==> src/rtl/apb_rmw_master.sv <==
// APB requester running read, write and read-modify-write-add commands from a
// valid/ready command port, with slave-error capture and a wait-state timeout.
module apb_rmw_master #(
  parameter int AW      = 32,
  parameter int DW      = 32,
  parameter int TIMEOUT = 16,
  parameter int CW      = 8
) (
  input  logic          pclk,
  input  logic          preset,
  input  logic          cmd_valid,
  output logic          cmd_ready,
  input  logic [1:0]    cmd_op,
  input  logic [AW-1:0] cmd_addr,
  input  logic [DW-1:0] cmd_wdata,
  output logic          rsp_valid,
  output logic [DW-1:0] rsp_rdata,
  output logic          rsp_err,
  output logic          psel,
  output logic          penable,
  output logic [AW-1:0] paddr,
  output logic          pwrite,
  output logic [DW-1:0] pwdata,
  input  logic [DW-1:0] prdata,
  input  logic          pready,
  input  logic          pslverr
);

  localparam logic [2:0] S_IDLE    = 3'd0;
  localparam logic [2:0] S_SETUP   = 3'd1;
  localparam logic [2:0] S_ACCESS  = 3'd2;
  localparam logic [2:0] S_WSETUP  = 3'd3;
  localparam logic [2:0] S_WACCESS = 3'd4;

  localparam logic [1:0] OP_WRITE = 2'b01;
  localparam logic [1:0] OP_RMW   = 2'b10;

  // Last counter value before the abort; unused when TIMEOUT is 0.
  localparam logic [CW-1:0] TO_LAST = CW'(TIMEOUT - 1);
  localparam logic [CW-1:0] CNT_MAX = {CW{1'b1}};

  logic [2:0]    state_q, state_d;
  logic [1:0]    op_q, op_d;
  logic [DW-1:0] addend_q, addend_d;
  logic [DW-1:0] rd_q, rd_d;
  logic [CW-1:0] cnt_q, cnt_d;
  logic          psel_q, psel_d;
  logic          penable_q, penable_d;
  logic          pwrite_q, pwrite_d;
  logic [AW-1:0] paddr_q, paddr_d;
  logic [DW-1:0] pwdata_q, pwdata_d;
  logic          rsp_valid_q, rsp_valid_d;
  logic          rsp_err_q, rsp_err_d;
  logic [DW-1:0] rsp_rdata_q, rsp_rdata_d;
  logic          ready_q, ready_d;
  logic          go_idle_s;
  logic          timeout_hit_s;

  assign timeout_hit_s = (TIMEOUT != 0) && !pready && (cnt_q == TO_LAST);

  // Next-state and datapath decode for the transfer sequencer.
  always_comb begin
    state_d     = state_q;
    op_d        = op_q;
    addend_d    = addend_q;
    rd_d        = rd_q;
    cnt_d       = cnt_q;
    paddr_d     = paddr_q;
    pwrite_d    = pwrite_q;
    pwdata_d    = pwdata_q;
    rsp_valid_d = 1'b0;
    rsp_err_d   = 1'b0;
    rsp_rdata_d = '0;
    go_idle_s   = 1'b0;
    case (state_q)
      S_IDLE: begin
        if (cmd_valid) begin
          state_d  = S_SETUP;
          op_d     = cmd_op;
          addend_d = cmd_wdata;
          paddr_d  = cmd_addr;
          pwrite_d = (cmd_op == OP_WRITE);
          pwdata_d = (cmd_op == OP_WRITE) ? cmd_wdata : '0;
          cnt_d    = '0;
        end else begin
          state_d = S_IDLE;
        end
      end
      S_SETUP:  state_d = S_ACCESS;
      S_WSETUP: state_d = S_WACCESS;
      S_ACCESS, S_WACCESS: begin
        if (pready) begin
          if (pslverr) begin
            go_idle_s = 1'b1;
            rsp_err_d = 1'b1;
          end else if ((state_q == S_ACCESS) && (op_q == OP_RMW)) begin
            state_d  = S_WSETUP;
            rd_d     = prdata;
            pwrite_d = 1'b1;
            pwdata_d = prdata + addend_q;
            cnt_d    = '0;
          end else begin
            go_idle_s = 1'b1;
            if (state_q == S_WACCESS) begin
              rsp_rdata_d = rd_q;
            end else if (op_q == OP_WRITE) begin
              rsp_rdata_d = '0;
            end else begin
              rsp_rdata_d = prdata;
            end
          end
        end else begin
          cnt_d = (cnt_q == CNT_MAX) ? cnt_q : cnt_q + {{(CW-1){1'b0}}, 1'b1};
          if (timeout_hit_s) begin
            go_idle_s = 1'b1;
            rsp_err_d = 1'b1;
          end else begin
            go_idle_s = 1'b0;
          end
        end
      end
      default: state_d = S_IDLE;
    endcase
    // Completion or abort: bus returns to its quiet values and the response pulses.
    if (go_idle_s) begin
      state_d     = S_IDLE;
      paddr_d     = '0;
      pwrite_d    = 1'b0;
      pwdata_d    = '0;
      rsp_valid_d = 1'b1;
    end else begin
      rsp_valid_d = 1'b0;
    end
    psel_d    = (state_d != S_IDLE);
    penable_d = (state_d == S_ACCESS) || (state_d == S_WACCESS);
    ready_d   = (state_d == S_IDLE);
  end

  // State and registered outputs, synchronous reset.
  always_ff @(posedge pclk) begin
    if (preset) begin
      state_q     <= S_IDLE;
      op_q        <= 2'b00;
      addend_q    <= '0;
      rd_q        <= '0;
      cnt_q       <= '0;
      psel_q      <= 1'b0;
      penable_q   <= 1'b0;
      pwrite_q    <= 1'b0;
      paddr_q     <= '0;
      pwdata_q    <= '0;
      rsp_valid_q <= 1'b0;
      rsp_err_q   <= 1'b0;
      rsp_rdata_q <= '0;
      ready_q     <= 1'b0;
    end else begin
      state_q     <= state_d;
      op_q        <= op_d;
      addend_q    <= addend_d;
      rd_q        <= rd_d;
      cnt_q       <= cnt_d;
      psel_q      <= psel_d;
      penable_q   <= penable_d;
      pwrite_q    <= pwrite_d;
      paddr_q     <= paddr_d;
      pwdata_q    <= pwdata_d;
      rsp_valid_q <= rsp_valid_d;
      rsp_err_q   <= rsp_err_d;
      rsp_rdata_q <= rsp_rdata_d;
      ready_q     <= ready_d;
    end
  end

  assign cmd_ready = ready_q;
  assign psel      = psel_q;
  assign penable   = penable_q;
  assign pwrite    = pwrite_q;
  assign paddr     = paddr_q;
  assign pwdata    = pwdata_q;
  assign rsp_valid = rsp_valid_q;
  assign rsp_err   = rsp_err_q;
  assign rsp_rdata = rsp_rdata_q;

endmodule

==> config.mk <==
export PLATFORM = sky130hd
export DESIGN_NAME = apb_rmw_master
export DESIGN_NICKNAME = d
export VERILOG_FILES = /design/src/rtl/apb_rmw_master.sv
export SDC_FILE = /design/constraint.sdc
export NUM_CORES = 1
export LEC_CHECK = 0
export ABC_CLOCK_PERIOD_IN_PS = 3200
export BUFFER_PORTS_ARGS = -buffer_cell sky130_fd_sc_hd__buf_2
export CORE_MARGIN = 10
export CORE_UTILIZATION = 38
export DETAILED_ROUTE_END_ITERATION = 7
export PLACE_DENSITY_LB_ADDON = 0.25
export SLEW_MARGIN = 25
export SYNTH_ARGS = -nofsm -noshare
export SYNTH_HDL_FRONTEND = slang
export SYNTH_SLANG_ARGS = --single-unit
==> constraint.sdc <==
create_clock -name pclk -period 3.2 [get_ports pclk]
set_input_delay 0.32 -clock pclk [delete_from_list [all_inputs] [get_ports pclk]]
set_output_delay 0.32 -clock pclk [all_outputs]
set_load 0.02 [all_outputs]
==> flow_summary.yaml <==
clock_tree:
  cts_resized: 0
  cts_setup_buffers: 0
  clockBufferDepth: 2
  clkSlewWorstSetupHoldPaths_ps: 70
  cts_tree: "built"
  root_buffer: "clkbuf_16"
  clk_latency_ps: 430
  hold_buffers: 0
  cts_buffers: 17
  clock_sinks: 179
  cts.htree.levels: 4
status:
  status: "completed"
placed_design:
  place.gp.congestion: 0.883
  io_buffers: 204
  dp_cells: 1508
  dp_hpwl_um: 19700
critical_path:
  required_ps: 3520
  critPathMaxFanout: 3
  worstSetupPathType: "reg2reg"
  worstPathArrival_ps: 3020
  start_kind: "register"
  endpoint_kind: "register"
  rr_worst_depth: 10
yosys:
  synthesis.area_mm2: 0.00846
  synth-seq-cells: 179
  yosysUniqueCellTypes: 68
  synth.area.top_cells: "dfxtp_1, nand2_1, a21oi_1"
  yosysWarnings: 0
  synth_top_area_cell: "dfxtp_1"
  synth_enable_flop_cells: 0
  synthCells: 1076
  ys_seq_area_frac: 0.423
  syn-num-nets: 1212
  yosysTopAreaCellShare: 0.423
  async_flop_share: 0
  ys.flop_type: "dfxtp_1"
  avgSynthCellArea_um2: 7.87
timing:
  fin_crit_sh: 0.843
  maxSlewHeadroom: 0.450
  finalMaxSlewViolations: 0
  worst_pin_slew_ps: 824
  setup_viol: 0
  max_freq_mhz: 371
  clock_skew_ps: 10.9
  rsz0062_at_grt: "no"
  finalSetupTns_ps: 0
  hold_viol: 0
  min_period_ps: 2700
route:
  drc: 0
  wl_per_cell_um: 18.1
  vias: 8236
  viasPerCell: 5.34
  drtPass1Iterations: 5
  routed_wl_um: 27800
  antenna_left: 0
  drt-initial-drc-count: 551
power:
  ir_drop_mv: 0.297
  p_leak_nw: 4.54
  power_density_mw_per_mm2: 546
finish:
  fillCellCount: 2230
  num-nets-final: 1383
  drive_above_1_share: 0.214
  layoutNonFillerInstCount: 1541
  synthToLayoutAreaGrowth_pct: 20.8
job:
  cap_violations: 0
global_route:
  grt_pass1_wl_um: 44000
  first_global_vias: 8040
  grt_use_total: 0.189
  antenna_found_initial: 4
  grt.overflow.total: 0
  grt_max_degree: 72
worst_hold_path:
  hold_depth: 3
  hold_path_class: "in2reg"
floorplan:
  ios: 205
  die-height_um: 169
  core_area_mm2: 0.0219
  rows: 54
  die_w_um: 169
  die_area_mm2: 0.0286
  start_util: 0.387
-- layer usage --
layer / track usage / part of all wire
met1: 0.236 / 0.44
met2: 0.313 / 0.47
met3: 0.0500 / 0.067
met4: 0.0540 / 0.016
met5: 0 / 0.00050
-- layout make-up --
type                       count  area, µm²  area share
clock inverter                13       88.8     0.00869
sequential                   179       3580       0.351
clock buffer                  17        425      0.0416
antenna                        3       7.51    0.000735
multi-input combinational    817       4560       0.446
tap                          280        350      0.0343
inverter                       7       26.3     0.00257
timing repair buffer         225       1180       0.115
-- report_power, final --
| part | total, mW | switching, mW | internal, mW |
|---|---|---|---|
| clock network | 1.92 | 0.933 | 0.985 |
| logic | 1.22 | 0.793 | 0.428 |
| registers | 2.44 | 0.0778 | 2.36 |
| total | 5.58 | 1.80 | 3.77 |
-- placed cells by master (no fill, tap or decap), types with 7 or more instances in the layout --
| cell | count |
|---|---|
| and2_1 | 9 |
| xor2_1 | 14 |
| a21o_1 | 27 |
| nor2_1 | 50 |
| buf_2 | 204 |
| mux2i_1 | 7 |
| nor3_1 | 24 |
| inv_1 | 7 |
| a221oi_1 | 18 |
| xnor2_1 | 12 |
| a31oi_1 | 11 |
| clkbuf_16 | 17 |
| a21oi_1 | 182 |
| ha_1 | 32 |
| nand2_1 | 260 |
| o21ai_0 | 38 |
| or3_1 | 9 |
| nand3_1 | 41 |
| o211ai_1 | 7 |
| buf_4 | 21 |
| dfxtp_1 | 179 |
-- metrics by stage --
step                hold slack, ps  power, mW  utilization  worst slack, ps  area, µm²
floorplan                      432       3.29            -              767       8460
global placement               439       3.69        0.443              381       9700
detailed placement             443       3.71        0.443              343       9700
CTS                            101       5.62        0.467              500      10200
global route                   101       5.84        0.467              217      10200
finish                         118       5.58        0.467              501      10200
-- worst paths after layout --
check / startpoint / to / slack, ps
hold reg to reg: paddr[1]$_SDFFE_PP0N_ / paddr[1]$_SDFFE_PP0N_ / 450
hold / removal: cmd_addr[14] / paddr[14]$_SDFFE_PP0N_ / 120
setup reg to reg: addend_q[0]$_SDFFE_PP0N_ / pwdata[28]$_SDFFE_PP0P_ / 500
setup / recovery: addend_q[0]$_SDFFE_PP0N_ / pwdata[28]$_SDFFE_PP0P_ / 500
-- sequential cells by signal (all words and copies together) (netlist names) --
register	flops
rsp_err	1
pwrite	1
cmd_ready	1
state_q	3
psel	1
cnt_q	8
rsp_valid	1
paddr	32
rsp_rdata	32
pwdata	32
addend_q	32
rd_q	32
op_q	2
penable	1
-- cell usage after synthesis (all sizes together), types with 2 or more instances --
| library cell | n |
|---|---|
| a211oi | 6 |
| a21o | 27 |
| a21oi | 182 |
| a221oi | 19 |
| a31oi | 13 |
| a32oi | 2 |
| and2 | 9 |
| and2b | 2 |
| and3 | 6 |
| buf | 17 |
| clkbuf | 56 |
| dfxtp | 179 |
| ha | 32 |
| inv | 7 |
| mux2i | 7 |
| nand2 | 260 |
| nand2b | 3 |
| nand3 | 42 |
| nand3b | 3 |
| nand4 | 5 |
| nor2 | 50 |
| nor2b | 4 |
| nor3 | 26 |
| nor3b | 3 |
| nor4 | 3 |
| o211ai | 7 |
| o21a | 3 |
| o21ai | 40 |
| o21bai | 2 |
| o22ai | 2 |
| o31ai | 2 |
| or3 | 9 |
| or4 | 3 |
| xnor2 | 12 |
| xor2 | 14 |
-- cells by family (layout without fill, tap and decap cells) --
group | count (synthesis) | after routing | synth area share
simple gates | 434 | 434 | 0.227
compound gates | 317 | 317 | 0.226
flops | 179 | 179 | 0.423
buf+inv | 80 | 262 | 0.0389
fa+ha+maj | 33 | 33 | 0.0497
xor+xnor | 26 | 26 | 0.0269
mux | 7 | 7 | 0.00828
other cells | 0 | 3 | 0
-- worst max-delay path: stages (launching register included) --
cell,delay (ps)
dfxtp_1,310
ha_1,200
fa_1,440
a211oi_1,300
o21ai_0,180
nand4b_1,210
nand3_1,110
a21oi_1,200
o21ai_0,140
mux2i_1,130
or3_1,360
Note: power is estimated with default switching activity, not from simulation.
